==> src/rtl/uart_pkg.sv <==
// Shared constants for the buffered UART transmitter: parity modes, FSM states
// and the baud divisor table (50 MHz clock, 16 ticks per bit).
package uart_pkg;

    localparam int PAR_NONE = 0;
    localparam int PAR_EVEN = 1;
    localparam int PAR_ODD  = 2;

    localparam int DIV_W = 14;

    typedef enum logic [2:0] {
        ST_IDLE,
        ST_START,
        ST_DATA,
        ST_PARITY,
        ST_STOP
    } tx_state_t;

    // 300, 1200, 4800, 9600, 19200, 38400, 57600, 115200 baud
    localparam logic [DIV_W-1:0] BAUD_DIV [8] = '{
        14'd10417, 14'd2604, 14'd651, 14'd326,
        14'd163,   14'd81,   14'd54,  14'd27
    };

    function automatic logic [DIV_W-1:0] baud_div(input logic [2:0] sel);
        return BAUD_DIV[sel];
    endfunction

endpackage

==> src/rtl/uart_baud_gen.sv <==
// Oversampling tick generator: one tick every baud_div(select) clocks.
// restart reloads the down-counter so a new frame begins with a full bit.
module uart_baud_gen
    import uart_pkg::*;
(
    input  logic       Clk,
    input  logic       reset,
    input  logic       restart,
    input  logic [2:0] select,
    output logic       tick
);

    logic [DIV_W-1:0] cnt;

    always_ff @(posedge Clk) begin
        if (reset) begin
            cnt <= '0;
        end else if (restart || cnt == '0) begin
            cnt <= baud_div(select) - DIV_W'(1);
        end else begin
            cnt <= cnt - DIV_W'(1);
        end
    end

    assign tick = (cnt == '0);

endmodule

==> src/rtl/uart_tx_buffered.sv <==
// UART transmitter with an inline TX FIFO, configurable frame format and
// selectable baud rate latched at the start of every frame.
//
// state     | meaning
// ----------+-----------------------------------------------
// ST_IDLE   | line high, waiting for Tx_EN and queued data
// ST_START  | start bit (low)
// ST_DATA   | DATA_BITS data bits, LSB first
// ST_PARITY | even/odd parity bit (skipped when PARITY=0)
// ST_STOP   | STOP_BITS stop bits (high)
module uart_tx_buffered
    import uart_pkg::*;
#(
    parameter int DATA_BITS  = 8,
    parameter int PARITY     = 1,
    parameter int STOP_BITS  = 1,
    parameter int FIFO_DEPTH = 16
) (
    input  logic                          Clk,
    input  logic                          reset,
    input  logic [2:0]                    baud_select,
    input  logic                          Tx_EN,
    input  logic                          Tx_WR,
    input  logic [DATA_BITS-1:0]          Tx_DATA,
    output logic                          Tx_FULL,
    output logic                          Tx_EMPTY,
    output logic [$clog2(FIFO_DEPTH):0]   Tx_COUNT,
    output logic                          Tx_OVF,
    output logic                          Tx_BUSY,
    output logic                          TxD
);

    localparam int AW = $clog2(FIFO_DEPTH);
    localparam logic [AW:0] DEPTH_CNT = (AW+1)'(FIFO_DEPTH);

    logic [DATA_BITS-1:0] mem [FIFO_DEPTH];
    logic [AW-1:0]        wr_ptr;
    logic [AW-1:0]        rd_ptr;
    logic [AW:0]          count_nxt;
    logic                 push;
    logic                 pop;
    logic [DATA_BITS-1:0] head;

    tx_state_t            state;
    logic [DATA_BITS-1:0] sh;
    logic                 par_bit;
    logic [2:0]           bit_cnt;
    logic [3:0]           tick_cnt;
    logic [2:0]           sel_q;
    logic [2:0]           gen_sel;
    logic                 tick;
    logic                 bit_end;

    assign head    = mem[rd_ptr];
    assign pop     = (state == ST_IDLE) && Tx_EN && !Tx_EMPTY;
    assign push    = Tx_WR && (!Tx_FULL || pop);
    assign bit_end = tick && (tick_cnt == 4'd0);
    // the new rate must already drive the divider reload in the pop cycle
    assign gen_sel = pop ? baud_select : sel_q;

    uart_baud_gen u_baud_gen (
        .Clk     (Clk),
        .reset   (reset),
        .restart (pop),
        .select  (gen_sel),
        .tick    (tick)
    );

    always_comb begin
        count_nxt = Tx_COUNT;
        if (push && !pop) begin
            count_nxt = Tx_COUNT + (AW+1)'(1);
        end else if (pop && !push) begin
            count_nxt = Tx_COUNT - (AW+1)'(1);
        end
    end

    always_ff @(posedge Clk) begin
        if (push && !reset) begin
            mem[wr_ptr] <= Tx_DATA;
        end
    end

    always_ff @(posedge Clk) begin
        if (reset) begin
            wr_ptr   <= '0;
            rd_ptr   <= '0;
            Tx_COUNT <= '0;
            Tx_EMPTY <= 1'b1;
            Tx_FULL  <= 1'b0;
            Tx_OVF   <= 1'b0;
        end else begin
            if (push) begin
                wr_ptr <= wr_ptr + AW'(1);
            end
            if (pop) begin
                rd_ptr <= rd_ptr + AW'(1);
            end
            if (Tx_WR && !push) begin
                Tx_OVF <= 1'b1;
            end
            Tx_COUNT <= count_nxt;
            Tx_FULL  <= (count_nxt == DEPTH_CNT);
            Tx_EMPTY <= (count_nxt == '0);
        end
    end

    always_ff @(posedge Clk) begin
        if (reset) begin
            state    <= ST_IDLE;
            TxD      <= 1'b1;
            Tx_BUSY  <= 1'b0;
            sh       <= '0;
            par_bit  <= 1'b0;
            bit_cnt  <= '0;
            tick_cnt <= '0;
            sel_q    <= '0;
        end else begin
            if (state != ST_IDLE && tick) begin
                tick_cnt <= tick_cnt - 4'd1;
            end
            case (state)
                ST_IDLE: begin
                    if (pop) begin
                        state    <= ST_START;
                        Tx_BUSY  <= 1'b1;
                        TxD      <= 1'b0;
                        sh       <= head;
                        par_bit  <= (^head) ^ (PARITY == PAR_ODD);
                        sel_q    <= baud_select;
                        tick_cnt <= 4'd15;
                    end
                end
                ST_START: begin
                    if (bit_end) begin
                        state   <= ST_DATA;
                        TxD     <= sh[0];
                        sh      <= sh >> 1;
                        bit_cnt <= 3'(DATA_BITS - 1);
                    end
                end
                ST_DATA: begin
                    if (bit_end) begin
                        if (bit_cnt != 3'd0) begin
                            TxD     <= sh[0];
                            sh      <= sh >> 1;
                            bit_cnt <= bit_cnt - 3'd1;
                        end else if (PARITY != PAR_NONE) begin
                            state <= ST_PARITY;
                            TxD   <= par_bit;
                        end else begin
                            state   <= ST_STOP;
                            TxD     <= 1'b1;
                            bit_cnt <= 3'(STOP_BITS - 1);
                        end
                    end
                end
                ST_PARITY: begin
                    if (bit_end) begin
                        state   <= ST_STOP;
                        TxD     <= 1'b1;
                        bit_cnt <= 3'(STOP_BITS - 1);
                    end
                end
                ST_STOP: begin
                    if (bit_end) begin
                        if (bit_cnt != 3'd0) begin
                            bit_cnt <= bit_cnt - 3'd1;
                        end else begin
                            state   <= ST_IDLE;
                            Tx_BUSY <= 1'b0;
                        end
                    end
                end
                default: begin
                    state   <= ST_IDLE;
                    TxD     <= 1'b1;
                    Tx_BUSY <= 1'b0;
                end
            endcase
        end
    end

endmodule

==> config.mk <==
export PLATFORM = sky130hd
export DESIGN_NAME = uart_tx_buffered
export DESIGN_NICKNAME = d
export VERILOG_FILES = /design/src/rtl/uart_pkg.sv /design/src/rtl/uart_baud_gen.sv /design/src/rtl/uart_tx_buffered.sv
export SDC_FILE = /design/constraint.sdc
export NUM_CORES = 1
export LEC_CHECK = 0
export BUFFER_PORTS_ARGS = -buffer_cell sky130_fd_sc_hd__clkbuf_2
export CAP_MARGIN = 20
export CORE_MARGIN = 4
export CORE_UTILIZATION = 60
export CTS_BUF_LIST = sky130_fd_sc_hd__clkbuf_8
export DETAILED_ROUTE_END_ITERATION = 8
export PLACE_DENSITY = 0.77
export SYNTH_ARGS = -nofsm -noshare
export SYNTH_HDL_FRONTEND = slang
export SYNTH_HIERARCHICAL = 1
export SYNTH_SLANG_ARGS = --single-unit
export TNS_END_PERCENT = 5
==> constraint.sdc <==
create_clock -name Clk -period 11.6 [get_ports Clk]
set_input_delay 0.58 -clock Clk [delete_from_list [all_inputs] [get_ports Clk]]
set_output_delay 0.58 -clock Clk [all_outputs]
set_load 0.005 [all_outputs]
Word-level counts from Yosys, hierarchy flattened. Memories as Yosys holds them, arrays and structs flattened. A register that Yosys moved wholly into a read port is not among the register bits. Index checks and enable logic that the tools add are counted.

Reduce and logical (&&, ||, !) cells: 33. Magnitude comparators: 1. Add/sub/neg operators: 8. Muxes and demuxes: 41. Equal/unequal tests: 15. Multiply operators: 0. Bitwise gates (word level): 3. Shift operators: 0. Div/mod/pow operators: 0.

Operators by type and width (count): $mux W14 (3); $mux W3 (12); $mux W8 (4); $sub A14 B1 Y14 const B (2); $pmux W8 S3 (1); $mux W4 (5); $ne A2 B2 Y1 const B (8); $pmux W3 S5 (1); $reduce_and A5 Y1 (3); $logic_not A14 Y1 (1); $reduce_bool A3 Y1 (4); $mux W1 (10); $mux W5 (2); $logic_and A1 B1 Y1 (9); $pmux W3 S3 (1); $add A4 B1 Y4 const B (2); $reduce_xor A8 Y1 (1); $reduce_and A7 Y1 (1); $eq A3 B2 Y1 const B (2); $add A5 B1 Y5 const B (1); $eq A5 B5 Y1 const B (1); $logic_not A1 Y1 (5); $logic_not A5 Y1 (1); $pmux W1 S5 (1); 17 further kinds (20).

Latch bits: 0. Memory bits (writable): 128. ROM bits: 112. Register bits after elaboration: 54. Memories: 2. Logic and storage cells: 118.

Memories: mem (words 16, width 8, rd ports 1, clocked after memory_dff 1, wr ports 1, line uart_tx_buffered.sv:36) `logic [DATA_BITS-1:0] mem [FIFO_DEPTH];`; (name not given) (words 8, width 14, rd ports 1, clocked after memory_dff 0, wr ports 0, line uart_pkg.sv:26) `return BAUD_DIV[sel];`.

Depth between registers and ports, before layout. Gate-level depths: netlist of the first run.

Depth after elaboration: 10. Gate-level depth with buffers: 17. Gate-level depth less buffers: 15.

By module. Netlist of the first run, hierarchy kept.

Modules (own cells, without submodules): uart_tx_buffered (area an instance 6999.2 µm², instances 1, cells each 470); uart_baud_gen (area an instance 1173.6 µm², instances 1, cells each 143).

Worst setup path before layout of the first run. OpenSTA, ideal clock, no wires.

Kind: input port to flip-flop. Start point: input port Tx_EN. End point: register u_baud_gen.cnt[10]. Stages: 15. Setup slack: 7.227 ns. Arrival: 4.235 ns. Setup time: 0.137 ns. Cell sequence: or3b_4 or3_1 clkbuf_1 inv_1 buf_1 buf_2 inv_1 clkbuf_1 nand2_1 mux2i_1 ha_1 or4b_4 or3_1 a2111oi_0 o32ai_1.

Word-level cells in the longest chain between the ends: 9. Elaborated cells between the ends (all ways): 10.

Ends and longest elaborated chain: start: declaration (line uart_tx_buffered.sv:22) `input logic Tx_EN,`; $logic_and A1 B1 Y1 * (2 in series) (line uart_tx_buffered.sv:55) `assign pop = (state == ST_IDLE) && Tx_EN && !Tx_EMPTY;`; named net pop (line uart_tx_buffered.sv:41) `logic pop;`; $mux W3; $not A3 Y4 (implied by the code) (line uart_pkg.sv:26); $mem_v2 Z8 W14; $mux W14 (implied by the code) (2 in series) (line uart_pkg.sv:26); $sub A14 B1 Y14 (line uart_baud_gen.sv:19) `cnt <= baud_div(select) - DIV_W'(1);`; $mux W14 * (line uart_baud_gen.sv:18) `end else if (restart || cnt == '0) begin`; end signal: assignment (line uart_baud_gen.sv:19); end signal: assignment (line uart_baud_gen.sv:21) `cnt <= cnt - DIV_W'(1);`; end: declaration (line uart_baud_gen.sv:13) `logic [DIV_W-1:0] cnt;`.

Mark *: on every way through the listed nets, which the timed path passes. The rest lies on a longest branch. The select of a mux whose other input is x is not followed. A chain may end at the register's enable or synchronous reset.

Final worst setup path of the first run.
Start point: register state[1]. End point: register u_baud_gen.cnt[10].

Word-level cells in the longest chain between the ends: 10. Elaborated cells between the ends (all ways): 11.

Ends and longest elaborated chain: start: declaration (line uart_tx_buffered.sv:44) `tx_state_t state;`; start signal: assignment (line uart_tx_buffered.sv:110) `state <= ST_IDLE;`; start signal: assignment (line uart_tx_buffered.sv:125) `state <= ST_START;`; start signal: assignment (line uart_tx_buffered.sv:136) `state <= ST_DATA;`; $logic_not A3 Y1 (line uart_tx_buffered.sv:55); $logic_and A1 B1 Y1 (2 in series) (line uart_tx_buffered.sv:55); $mux W3; named net gen_sel[0] (line uart_tx_buffered.sv:50) `logic [2:0] gen_sel;`; $not A3 Y4 (implied by the code) (line uart_pkg.sv:26); $mem_v2 Z8 W14; $mux W14 (implied by the code) (2 in series) (line uart_pkg.sv:26); $sub A14 B1 Y14 (line uart_baud_gen.sv:19); $mux W14 (line uart_baud_gen.sv:18).

The timed path passes the listed nets, and every way through them passes these cells. The select of a mux whose other input is x is not followed.

==> results of run 1 <==
[registers in the layout, indices dropped and copies added, names as in the netlist, 3 cells and up, named ones only]
signal          flops
Tx_COUNT            5
state               3
u_baud_gen/cnt     14
tick_cnt            4
wr_ptr              4
rd_ptr              4
bit_cnt             3
sel_q               3
sh                  8
mem               128
[metal layers]
metal | share of wire [%] | routed length, um | GRT usage (%)
met4 | 2.2 | 354 | 7.87
met1 | 43 | 7020 | 29.2
met5 | 0 | 0 | 0
met3 | 5.2 | 859 | 5.10
met2 | 50 | 8160 | 35.0
[cells in the mapped netlist (5+ instances only)]
| library cell | count |
|---|---|
| a211oi_1 | 12 |
| a21oi_1 | 26 |
| a22oi_1 | 17 |
| buf_1 | 5 |
| clkbuf_1 | 20 |
| dfxtp_1 | 58 |
| edfxtp_1 | 128 |
| ha_1 | 18 |
| inv_1 | 18 |
| mux2i_1 | 12 |
| mux4_2 | 32 |
| nand2_1 | 48 |
| nand3_1 | 8 |
| nor2_1 | 59 |
| nor2b_1 | 6 |
| nor3_1 | 14 |
| nor3b_1 | 5 |
| o21ai_0 | 15 |
| or3_1 | 5 |
| xnor2_1 | 14 |
| xor2_1 | 11 |
[cell families after synthesis]
family | count (synthesis) | synth area share, %
DFF | 186 | 61.2
and+or+nand+nor | 181 | 11.4
AOI/OAI and AO/OA | 110 | 9.26
buffers and inverters | 49 | 2.40
muxes | 44 | 10.3
xor gates and xnor gates | 25 | 2.68
adders and majority gates | 18 | 2.76
[cell type report]
class                      count  area, sq um
timing repair buffer          30          165
tap                          176          220
sequential                   186         5010
inverter                      19         71.3
fill                         955         4490
multi-input combinational    378         2970
clock inverter                15          139
clock buffer                  17          234
[path summary, 6_finish.rpt]
| path | startpoint | to | slack, ps | cells past startpoint |
|---|---|---|---|---|
| max | state[1]$_SDFFE_PP0P_ | u_baud_gen/cnt[10]$_SDFF_PP0_ | 6540 | 15 |
| min | baud_select[1] | sel_q[1]$_SDFFE_PP0N_ | 360 | 3 |
| max reg2reg | state[1]$_SDFFE_PP0P_ | u_baud_gen/cnt[10]$_SDFF_PP0_ | 6540 | 15 |
| min reg2reg | bit_cnt[1]$_SDFFE_PP0P_ | bit_cnt[1]$_SDFFE_PP0P_ | 460 | 2 |
[worst max-delay path, stage by stage, from the launching register on]
cell and delay, ps:
dfxtp_1 450, or3b_4 460, or3_1 550, inv_1 310, buf_4 350, nand2_1 120, nand2_1 230, inv_1 140
nor2_1 240, a21oi_1 70, mux2i_1 190, ha_1 280, or4b_4 530, or3_1 350, a2111oi_0 490, o32ai_1 140
[where the power goes]
group          switching (mW)  leakage (nW)  internal [mW]  total, mW
clock                   0.237         0.195          0.175      0.411
sequential             0.0538          1.63          0.759      0.813
combinational           0.271          1.09          0.209      0.480
[per-stage QoR]
step | setup slack (ps) | total power [mW] | instance area [sq um] | hold slack (ps)
2_1_floorplan | 7230 | 1.19 | 8170 | 432
3_3_place_gp | 6710 | 1.29 | 8430 | 444
3_5_place_dp | 6450 | 1.30 | 8430 | 445
4_1_cts | 6610 | 1.71 | 8810 | 343
5_1_grt | 6310 | 1.80 | 8810 | 355
6_report | 6540 | 1.70 | 8810 | 361
==> run_results.csv, run 1 <==
group,metric,value,unit
detailed_routing,drc,0,
layout,fin_nets,665,
placed_design,gp_congestion,0.905,
critical_path,cp_max_fo,24,
layout,final_common_cell,"edfxtp_1",
detailed_routing,wire_per_inst,20.0,um
clock_network,ctsResizeCount,0,
synthesis,synthArstFlopShare,0,%
timing,hold_viol,0,
global_routing,grt_pass1_wl,26300,um
synthesis,syn_area,8170,sq um
global_routing,grt_antenna_before_repair,0,
global_routing,overflow,0,
timing,fin_crit,5060,ps
clock_network,clock_latency,460,ps
timing,fmax,0.198,GHz
floorplan,pin_count,25,
placed_design,port_buffers,24,
detailed_routing,route.antenna.remaining_nets,0,
timing,clock_skew,12.1,ps
timing,finalMaxSlewViolations,0,
detailed_routing,vias,5093,
floorplan,die_w,125,um
synthesis,postSynthCellCount,613,
layout,syn_to_final_growth,7.76,%
floorplan,start_util,61.5,%
floorplan,dieArea,15600,sq um
synthesis,ys_top_cells_by_area,"edfxtp_1, dfxtp_1, mux4_2",
critical_path,critical_path_class,"flop to flop",
critical_path,startpoint_type,"flop",
critical_path,critPathArrivalTime,5390,ps
layout,final_cell_mix,"edfxtp_1, nor2_1, dfxtp_1",
synthesis,synth_top_cell_area_share,47.0,%
synthesis,syn_avg_cell_area,13.3,sq um
detailed_routing,wirelength,16400,um
layout,antenna_cells,0,
timing,tightest_slew,792,ps
run_status,status,"complete, no violations",
floorplan,fp-row-count,42,
floorplan,core_area,13300,sq um
power_and_ir_drop,powerDensity,194,nW/um^2
global_routing,grt_util_all_layers,21.8,%
clock_network,cts_root_buffer,"clkbuf_8",
timing,rsz0062_at_grt,"no",
timing,max_slew_margin,47.0,%
synthesis,ys_ff_latch,186,
placed_design,hpwlAfterDp,10800,um
critical_path,crit_path_end_kind,"flop",
timing,fin_crit_sh,43.6,%
synthesis,synth_cell_types,72,
global_routing,grt_max_degree,53,
clock_network,cts.path.max_buffers,2,
timing,tns,0,ps
floorplan,die_h,125,um
run,maxCapViolCount,0,
layout,drive_gt1_share,16.4,%
clock_network,clk_pin_slew,100,ps
critical_path,required,11940,ps
clock_network,clkSinkCount,186,
worst_hold_path,hp-class,"input pin to flop",
clock_network,htree_num_levels,4,
synthesis,synth_edf_count,128,
detailed_routing,drtIter0Drc,480,
synthesis,yosysWarnings,6,
placed_design,place_inst,789,
clock_network,cts_tree,"yes",
clock_network,numCtsBuffers,17,
detailed_routing,dr.pass1.iters,5,
power_and_ir_drop,leakagePower,2.92,nW
layout,fin_cells,821,
power_and_ir_drop,worst_ir_drop_vdd,0.000132,V
clock_network,ctsHoldBuffers,0,
synthesis,ys_seq_area_share,61.2,%
synthesis,synth_top_cell_by_area,"edfxtp_1",
clock_network,cts_setup_buffers,0,
layout,final_util,66.2,%
global_routing,grt_pass1_vias,4950,
synthesis,synth-main-ff-cell,"edfxtp_1",
detailed_routing,vias_per_cell,6.20,
synthesis,syn-num-nets,646,
timing,setup_viol,0,
Power figures use the tool's default switching activity.
==> run 2, diff against run 1 <==
clock period = 5 ns   (was 11.6 ns; I/O delays follow)
==> run 2 against run 1 <==
Net effect:
- sequential share of layout area increased by 0.18 points
- first-iteration DRC count increased by 11%
- critical endpoint unchanged
- fmax increased by 17%
- largest cell class unchanged
==> run_results.csv, run 2 (synthesized netlist as in run 1, its figures left out) <==
group,metric,value,unit
run_status,status,"complete, no violations",
timing,max_slew_margin,42.1,%
timing,setup_slack,689,ps
detailed_routing,wirelength,16300,um
layout,syn_to_final_growth,7.42,%
floorplan,core_area,13300,sq um
clock_network,clk_pin_slew,100,ps
critical_path,startpoint_type,"flop",
power_and_ir_drop,worst_ir_drop_vdd,0.000283,V
detailed_routing,dr.pass1.iters,6,
critical_path,regToRegStartpoint,"state[1]$_SDFFE_PP0P_",
critical_path,crit_chain,"or3b_4 -> or3_1 -> inv_1 -> nand2_1 -> nand2_1 -> inv_1 -> nor2_1 -> a21oi_1 -> mux2i_1 -> ha_1 -> or4b_4 -> or3_1 -> a2111oi_0 -> o32ai_1",
power_and_ir_drop,powerDensity,441,nW/um^2
timing,finalMaxSlewViolations,0,
clock_network,cts.path.max_buffers,2,
power_and_ir_drop,p_total,3.87,mW
floorplan,fp-row-count,42,
layout,top_regs,"mem x128, u_baud_gen/cnt x14, sh x8",
layout,largest_reg_flops,128,
floorplan,die_w,125,um
layout,fin_nets,667,
detailed_routing,vias_per_cell,6.10,
detailed_routing,route.antenna.remaining_nets,0,
floorplan,die_h,125,um
critical_path,cp_max_fo,14,
timing,clock_skew,16.7,ps
critical_path,required,5340,ps
clock_network,clock_latency,460,ps
layout,num-fill-cells,968,
layout,drive_gt1_share,16.6,%
critical_path,crit_path_end_kind,"flop",
timing,hold_ws,40.0,ps
critical_path,critical_path_class,"flop to flop",
placed_design,place_ws,723,ps
detailed_routing,drc,0,
critical_path,critPathArrivalTime,4650,ps
worst_hold_path,min_from,"baud_select[1]",
clock_network,clkSinkCount,186,
clock_network,cts_root_buffer,"clkbuf_8",
timing,setup_viol,0,
detailed_routing,drtIter0Drc,534,
global_routing,overflow,0,
critical_path,max_stage_delay,520,ps
timing,tns,0,ps
critical_path,startpoint,"state[1]$_SDFFE_PP0P_",
global_routing,grt_pass1_wl,26400,um
floorplan,dieArea,15600,sq um
layout,antenna_cells,0,
clock_network,cts_setup_buffers,0,
global_routing,grt_antenna_before_repair,0,
timing,rsz0062_at_grt,"no",
placed_design,hpwlAfterDp,10900,um
clock_network,ctsHoldBuffers,0,
clock_network,cts_tree,"yes",
clock_network,ctsResizeCount,0,
timing,fin_crit,4310,ps
placed_design,port_buffers,24,
floorplan,start_util,61.5,%
global_routing,grt_max_degree,53,
timing,fin_crit_sh,86.2,%
global_routing,grt_pass1_vias,5025,
global_routing,grt_util_all_layers,21.8,%
layout,regArea,5010,sq um
timing,fmax,0.232,GHz
timing,hold_viol,0,
placed_design,gp_congestion,0.847,
critical_path,crit_slowest_cell,"or4b_4",
timing,tightest_slew,868,ps
layout,multi_input_area,2970,sq um
floorplan,pin_count,25,
clock_network,htree_num_levels,4,
detailed_routing,wire_per_inst,19.9,um
power_and_ir_drop,leakagePower,2.90,nW
layout,final_common_cell,"edfxtp_1",
detailed_routing,vias,5012,
run,maxCapViolCount,0,
clock_network,numCtsBuffers,17,
layout,final_cell_mix,"edfxtp_1, nor2_1, dfxtp_1",
layout,top_register,"mem",
layout,final_util,66.0,%
worst_hold_path,hp-class,"input pin to flop",
## run 2: cell types whose count changed in the layout (fill, tap and decap cells not counted)
cell / before / now
inv_1: 20 / 19
clkinv_4: 1 / 4
bufinv_16: 1 / 0
inv_6: 5 / 3
clkinv_2: 0 / 1
inv_8: 3 / 1
buf_4: 6 / 8
## run 2: through the flow
| stage | instance area, sq um | cells |
|---|---|---|
| floorplan | 8170 | 613 |
| global placement | 8450 | 791 |
| detailed placement | 8450 | 791 |
| CTS | 8780 | 821 |
| global route | 8780 | 821 |
| finish | 8780 | 821 |
## run 2: routing by layer
metal	GRT usage [%]	vias up	share of wire, %
met5	0	-	0
met4	5.80	0	0.89
met3	4.67	10	4.9
met2	36.8	140	51
met1	28.7	2490	43
li1	-	2372	-
## run 2: cell type report
cell class / count / share of cell area [%]
Clock inverter: 13 / 1.10
Timing Repair Buffer: 32 / 2.05
Inverter: 19 / 0.812
Clock buffer: 17 / 2.66
Multi-Input combinational cell: 378 / 33.8
Tap cell: 176 / 2.51
Sequential cell: 186 / 57.0
## run 2: report_power, final
group	leakage [nW]	switching (mW)	internal, mW	total (mW)
combinational	1.10	0.594	0.491	1.08
clock	0.171	0.529	0.343	0.872
sequential	1.63	0.152	1.76	1.91
total	2.90	1.28	2.59	3.87
## run 2: final timing paths
kind | to | slack (ps) | cells past startpoint
setup / recovery | u_baud_gen/cnt[10]$_SDFF_PP0_ | 690 | 14
hold reg to reg | bit_cnt[1]$_SDFFE_PP0P_ | 460 | 2
hold / removal | sel_q[1]$_SDFFE_PP0N_ | 40 | 3
setup reg to reg | u_baud_gen/cnt[10]$_SDFF_PP0_ | 690 | 14
## run 2: worst max-delay path: cells and delay by family, from the launching register on
kind	cells	cell delay (ps)
muxes	1	200
DFF	1	460
adders and majority gates	1	270
buffers and inverters	2	340
and+or+nand+nor	7	2320
AOI/OAI and AO/OA	3	600
